**config.mk**
```make
export PLATFORM = sky130hd
export DESIGN_NAME = alu_issue_ctrl
export DESIGN_NICKNAME = d
export VERILOG_FILES = /design/src/rtl/alu_issue_ctrl.sv
export SDC_FILE = /design/constraint.sdc
export NUM_CORES = 1
export LEC_CHECK = 0
export CAP_MARGIN = 20
export CORE_ASPECT_RATIO = 2
export CORE_MARGIN = 4
export CORE_UTILIZATION = 41
export CTS_BUF_LIST = sky130_fd_sc_hd__clkbuf_4 sky130_fd_sc_hd__clkbuf_8 sky130_fd_sc_hd__clkbuf_16
export CTS_CLUSTER_SIZE = 12
export DETAILED_ROUTE_END_ITERATION = 10
export PLACE_DENSITY = 0.82
export SYNTH_ARGS = -nofsm -noshare
export SYNTH_HDL_FRONTEND = slang
export SYNTH_SLANG_ARGS = --single-unit
```
**constraint.sdc**
```tcl
create_clock -name clk -period 2.5 [get_ports clk]
set_clock_uncertainty 0.2 [all_clocks]
set_input_delay 0.5 -clock clk [delete_from_list [all_inputs] [get_ports clk]]
set_output_delay 0.5 -clock clk [all_outputs]
set_load 0.1 [all_outputs]
```
**src/rtl/alu_issue_ctrl.sv**
```systemverilog
// Issue controller between decode and a registered ALU: decodes ALUOp/funct,
// drives the ALU for one operation and returns its result over valid/ready.
module alu_issue_ctrl (
    input  logic        clk,
    input  logic        rst_n,
    input  logic        req_valid,
    output logic        req_ready,
    input  logic [1:0]  alu_op,
    input  logic [5:0]  funct,
    input  logic [31:0] rs_data,
    input  logic [31:0] rt_data,
    input  logic [31:0] imm,
    input  logic        alu_src,
    input  logic        is_branch,
    output logic [3:0]  alu_control,
    output logic [31:0] alu_in1,
    output logic [31:0] alu_in2,
    input  logic [31:0] alu_result,
    input  logic        alu_zero,
    output logic        rsp_valid,
    input  logic        rsp_ready,
    output logic [31:0] rsp_result,
    output logic        rsp_zero,
    output logic        rsp_taken,
    output logic        rsp_illegal
);

    localparam logic [1:0] S_IDLE = 2'd0;
    localparam logic [1:0] S_EXEC = 2'd1;
    localparam logic [1:0] S_CAPT = 2'd2;
    localparam logic [1:0] S_RESP = 2'd3;

    localparam logic [3:0] CODE_AND = 4'b0000;
    localparam logic [3:0] CODE_OR  = 4'b0001;
    localparam logic [3:0] CODE_ADD = 4'b0010;
    localparam logic [3:0] CODE_SUB = 4'b0110;
    localparam logic [3:0] CODE_SLT = 4'b0111;
    localparam logic [3:0] CODE_NOR = 4'b1100;
    localparam logic [3:0] CODE_ILL = 4'b1111;

    logic [1:0]  state_q, state_d;
    logic [3:0]  ctrl_q, ctrl_d;
    logic [31:0] in1_q, in1_d;
    logic [31:0] in2_q, in2_d;
    logic        branch_q, branch_d;
    logic        illegal_q, illegal_d;
    logic        rsp_valid_q, rsp_valid_d;
    logic [31:0] rsp_result_q, rsp_result_d;
    logic        rsp_zero_q, rsp_zero_d;
    logic        rsp_taken_q, rsp_taken_d;
    logic        rsp_illegal_q, rsp_illegal_d;

    logic [3:0]  dec_code;
    logic        dec_illegal;
    logic [31:0] op_b;
    logic [31:0] iss_in1;
    logic [31:0] iss_in2;
    logic        accept;

    always_comb begin
        dec_code    = CODE_ILL;
        dec_illegal = 1'b1;
        case (alu_op)
            2'b00: begin
                dec_code    = CODE_ADD;
                dec_illegal = 1'b0;
            end
            2'b01: begin
                dec_code    = CODE_SUB;
                dec_illegal = 1'b0;
            end
            2'b10: begin
                dec_illegal = 1'b0;
                case (funct)
                    6'b100000: dec_code = CODE_ADD;
                    6'b100010: dec_code = CODE_SUB;
                    6'b100100: dec_code = CODE_AND;
                    6'b100101: dec_code = CODE_OR;
                    6'b101010: dec_code = CODE_SLT;
                    6'b100111: dec_code = CODE_NOR;
                    default: begin
                        dec_code    = CODE_ILL;
                        dec_illegal = 1'b1;
                    end
                endcase
            end
            default: begin
                dec_code    = CODE_ILL;
                dec_illegal = 1'b1;
            end
        endcase
    end

    // The ALU's slt reports in2 < in1, so swap operands to get rs < second operand.
    always_comb begin
        op_b = alu_src ? imm : rt_data;
        if (dec_code == CODE_SLT) begin
            iss_in1 = op_b;
            iss_in2 = rs_data;
        end else begin
            iss_in1 = rs_data;
            iss_in2 = op_b;
        end
    end

    assign req_ready = (state_q == S_IDLE) && rst_n;
    assign accept    = req_valid && req_ready;

    always_comb begin
        state_d       = state_q;
        ctrl_d        = ctrl_q;
        in1_d         = in1_q;
        in2_d         = in2_q;
        branch_d      = branch_q;
        illegal_d     = illegal_q;
        rsp_valid_d   = rsp_valid_q;
        rsp_result_d  = rsp_result_q;
        rsp_zero_d    = rsp_zero_q;
        rsp_taken_d   = rsp_taken_q;
        rsp_illegal_d = rsp_illegal_q;
        case (state_q)
            S_IDLE: begin
                if (accept) begin
                    ctrl_d    = dec_code;
                    in1_d     = iss_in1;
                    in2_d     = iss_in2;
                    branch_d  = is_branch;
                    illegal_d = dec_illegal;
                    state_d   = S_EXEC;
                end
            end
            S_EXEC: begin
                state_d = S_CAPT;
            end
            S_CAPT: begin
                rsp_result_d  = alu_result;
                rsp_zero_d    = alu_zero;
                rsp_taken_d   = branch_q && (ctrl_q == CODE_SUB) && alu_zero && !illegal_q;
                rsp_illegal_d = illegal_q;
                rsp_valid_d   = 1'b1;
                state_d       = S_RESP;
            end
            S_RESP: begin
                if (rsp_ready) begin
                    rsp_valid_d = 1'b0;
                    state_d     = S_IDLE;
                end
            end
            default: begin
                state_d = S_IDLE;
            end
        endcase
    end

    always_ff @(posedge clk or negedge rst_n) begin
        if (!rst_n) begin
            state_q       <= S_IDLE;
            ctrl_q        <= 4'b0000;
            in1_q         <= 32'd0;
            in2_q         <= 32'd0;
            branch_q      <= 1'b0;
            illegal_q     <= 1'b0;
            rsp_valid_q   <= 1'b0;
            rsp_result_q  <= 32'd0;
            rsp_zero_q    <= 1'b0;
            rsp_taken_q   <= 1'b0;
            rsp_illegal_q <= 1'b0;
        end else begin
            state_q       <= state_d;
            ctrl_q        <= ctrl_d;
            in1_q         <= in1_d;
            in2_q         <= in2_d;
            branch_q      <= branch_d;
            illegal_q     <= illegal_d;
            rsp_valid_q   <= rsp_valid_d;
            rsp_result_q  <= rsp_result_d;
            rsp_zero_q    <= rsp_zero_d;
            rsp_taken_q   <= rsp_taken_d;
            rsp_illegal_q <= rsp_illegal_d;
        end
    end

    assign alu_control = ctrl_q;
    assign alu_in1     = in1_q;
    assign alu_in2     = in2_q;
    assign rsp_valid   = rsp_valid_q;
    assign rsp_result  = rsp_result_q;
    assign rsp_zero    = rsp_zero_q;
    assign rsp_taken   = rsp_taken_q;
    assign rsp_illegal = rsp_illegal_q;

endmodule

```
* Yosys cells after proc, flatten, opt, wreduce, memory -nomap -nowiden
Cells that the tools add are included.
Cells by class: reductions and logical operators 14, equality and inequality tests 15, multiplexer cells 12
Operator list (number):
- 32-bit 2-to-1 mux | 3
- 6-bit == test (second input constant) | 6
- 4-bit one-hot mux with 6 select lines | 1
- 4-bit one-hot mux with 3 select lines | 1
- 4-bit by 3-bit == test with 1-bit output (second input constant) | 2
- 2-bit one-hot mux with 4 select lines | 1
- 2-bit == test (second input constant) | 3
- 2-bit AND reduction | 3
- 6-bit OR reduction | 1
- 1-bit logical AND | 5
- 2-bit by 1-bit == test with 1-bit output (second input constant) | 2
- 2-bit logical NOT | 2
- 2-bit 2-to-1 mux | 2
- 2-bit != test (second input constant) | 2
- 1-bit one-hot mux with 2 select lines | 2
- 1-bit 2-to-1 mux | 2
- 2-bit nonzero test | 1
- 2-bit OR reduction | 1
- 1-bit logical NOT | 1
Storage, ports and cells: register bits 108, word-level logic and storage cells 52, output and inout bits 105

* Longest topological paths before layout
word-level depth 5, gate-level depth with buffers 8, mapped depth without buffers 6

* Worst setup path after synthesis
No wires, ideal clock.
kind flip-flop to flip-flop, start point reg state_q[0], end point reg in2_q[15], in the netlist alu_in2[15], arrival 2525 ps, setup time 127 ps, path buffers 2, clock period less this slack 2852 ps, cell stages (with the launch flop) 8, setup slack -352 ps, data required time 2173 ps, cell sequence dfrtp_1 inv_1 ha_1 and2_1 nand2_2 buf_2 clkbuf_1 a221o_2
On the way: cells in the longest elaborated chain, start to end 4
Ends and longest elaborated chain:
- from (decl) | RTL line 41 | logic [1:0] state_q, state_d;
- from (signal assigned) | RTL line 169 | state_q <= state_d;
- 2-bit logical NOT | RTL line 106 | assign req_ready = (state_q == S_IDLE) && rst_n;
- 1-bit logical AND | RTL line 106
- named net req_ready | RTL line 7 | output logic req_ready,
- 1-bit logical AND | RTL line 107 | assign accept = req_valid && req_ready;
- 2-bit AND reduction (no line)
- to (signal assigned) | RTL line 172 | in2_q <= in2_d;
- to (decl) | RTL line 44 | logic [31:0] in2_q, in2_d;
The timed path passes the listed nets, and every way through them passes these cells. A chain may end at the register's enable or synchronous reset.

* Worst setup path after layout
start point reg state_q[0], end point reg in2_q[11], in the netlist alu_in2[11]
On the way: cells in the longest elaborated chain, start to end 4
Ends and longest elaborated chain (RTL line):
- 2-bit logical NOT (*) | 106, 121
- 1-bit logical AND | 106
- 1-bit logical AND | 107
- 2-bit AND reduction (no line) (*)
Mark *: on every way between the ends. The rest lies on a longest branch, timed or not.

==> metrics.cfg <==
[synthesis]
yosys-top-cells-area = dfrtp_1 54%, mux2_2 15%, a221o_1 12%, nor2_1 5.0%, nand2_1 2.9%
synthCells = 415
synth_seq_cells = 108
avgSynthCellArea_um2 = 12.0
synth_compound_area_share_pct = 14.7
synth-seq-area-share_pct = 54.1
yosys.area.top_type = dfrtp_1
synth_edf_count = 0
synth-xor-area-share_pct = 0.175
ys_async_sr_fraction_pct = 100
synth_top_family_by_area = multiplexers
synth_common_cells = 108 x dfrtp_1, 68 x mux2_2, 67 x nor2_1
synthAdderAreaFrac_pct = 0.752
netlist-cell-type-count = 35
synth_nets = 561
synth_top_area_share_pct = 54.1
ys_warn_count = 0
netlist_area_um2 = 4990
synthMuxAreaShare_pct = 15.3
post-synth-top-count-cell = dfrtp_1
synth_top_flop_cell = dfrtp_1
synthSimpleGateAreaFrac_pct = 11.2

[clocking]
ctsLongestPathBuffers = 2
cts_buffers = 9
clkTransAtPathRegs_ns = 0.08
cts_root_buffer = clkbuf_16
postCtsHoldBufs = 0
postCtsSetupRepairBufs = 0
clk_latency_ns = 0.33
cts_tree = built
cts_sinks = 108
cts_resized = 0
cts_max_level = 3

[timing]
relSlewSlack_pct = 63.7
fmax_mhz = 450
finalCritPeriodShare_pct = 89.0
worst_slack_ns = 0.275
tightest_slew_ns = 0.545
finalSetupViolCount = 0
final_hold_viol_count = 0
rsz0062_at_grt = no
hold_slack_ns = 0.101
period_needed_ns = 2.22
slew_viol_final = 0

[final_layout]
fin_cells = 811
drive_above_1_share_pct = 33.5
final_nets = 808
area_delta_synth_final_pct = 55.5
diodes = 0
n_fill_cell = 901
utilization_pct = 65.6

[place]
dp_hpwl_mm = 12.3
io_buffers = 247
numPlacedInstances = 796
gp_congestion = 0.855
dp_slack_ns = -0.0705

[floorplanning]
start_util_pct = 42.2
ios = 248
die_w_um = 86.0
die_h_um = 164
core_area_um2 = 11800
rows = 56
die-area_um2 = 14100

[run_status]
status = completed

[detailed_routing]
drt_pass1_iterations = 4
wl_mm = 16.2
wire_per_inst_um = 20.0
drt-vias-per-instance = 5.52
postRouteAntennaNets = 0
via_count = 4473
drc = 0
dr.first_iter.drc_count = 180

[flow_run]
cap_violations = 0

[worst_setup_path]
crit_type = flip-flop to flip-flop
worst_ep_arrival_time_ns = 2.24
end_kind = flip-flop
cp_data_required_time_ns = 2.52
reg2reg_depth = 6
start_kind = flip-flop
path_max_fanout = 38

[grt]
grt-ovfl-total = 0
grt_pass1_wl_mm = 24.4
antenna_found_initial = 0
grt_max_degree = 109
track_usage_pct = 22.3
grt_pass1_vias = 4795

[worst_hold_path]
worst_hold_path_type = input port to async pin

[state kept, by name, summed over array words and instances (netlist names)]
signal,flops
rsp_zero,1
alu_in1,32
alu_in2,32
rsp_illegal,1
illegal_q,1
state_q,2
alu_control,4
branch_q,1
rsp_result,32
rsp_valid,1
rsp_taken,1
[final timing paths]
path | to | slack [ns] | start
min reg2reg | branch_q | 0.29 | branch_q
min in group clk | branch_q | 0.29 | branch_q
max reg2reg | alu_in2[11] | 0.28 | state_q[0]
max in group asynchronous | alu_in2[6] | 1.62 | rst_n
max | alu_in2[11] | 0.28 | state_q[0]
min | alu_in1[23] | 0.10 | rst_n
[kinds of logic after synthesis]
kind of cell / Yosys count
adders and majority gates: 3
xor gates and xnor gates: 1
DFF: 108
buffers and inverters: 36
and+or+nand+nor: 123
muxes: 68
AOI/OAI and AO/OA: 76
[through the flow]
stage | area (um2) | setup TNS [ns]
2_1_floorplan | 5000 | 0
3_3_place_gp | 7490 | 0
3_5_place_dp | 7490 | -1.01
4_1_cts | 7770 | 0
5_1_grt | 7770 | 0
6_report | 7770 | 0
[cell type report]
cell class              instances  area [um2]  share of cell area, %
flip-flops and latches        108        2700                   34.8
repair buffers                268        2480                   31.9
multi-input cells             271        2110                   27.2
clock buffers                   9         225                   2.90
well taps                     145         181                   2.34
clock inverters                 6        57.6                  0.741
inverters                       4        15.0                  0.193
[placed cells by master (no fill, tap or decap), types with 4 or more instances in the layout]
cell type,instances
dfrtp_1,108
buf_4,118
nand2_1,38
inv_1,4
a221o_2,6
a21oi_1,4
clkdlybuf4s50_1,141
a221o_1,58
clkbuf_16,9
mux2_2,68
nor2_1,66
buf_12,9
[critical path: stages (launching register included)]
cell and delay, ns:
dfrtp_1 0.40, inv_1 0.09, ha_1 0.21, and2_2 0.21, nand2_2 0.20, buf_4 0.33
a221o_2 0.43
[layer usage]
layer  GRT usage (%)  share of wire [%]  vias to the layer above
met4            11.2                3.8                        0
met2            41.5                 55                      210
met1            23.8                 35                     2195
met3            3.16                6.2                       41
met5               0                  0                        -
li1                -                  -                     2027
Power is left out: the tool's default activity adds up to more than one toggle a clock period on the data nets, which glitch-free logic cannot reach.
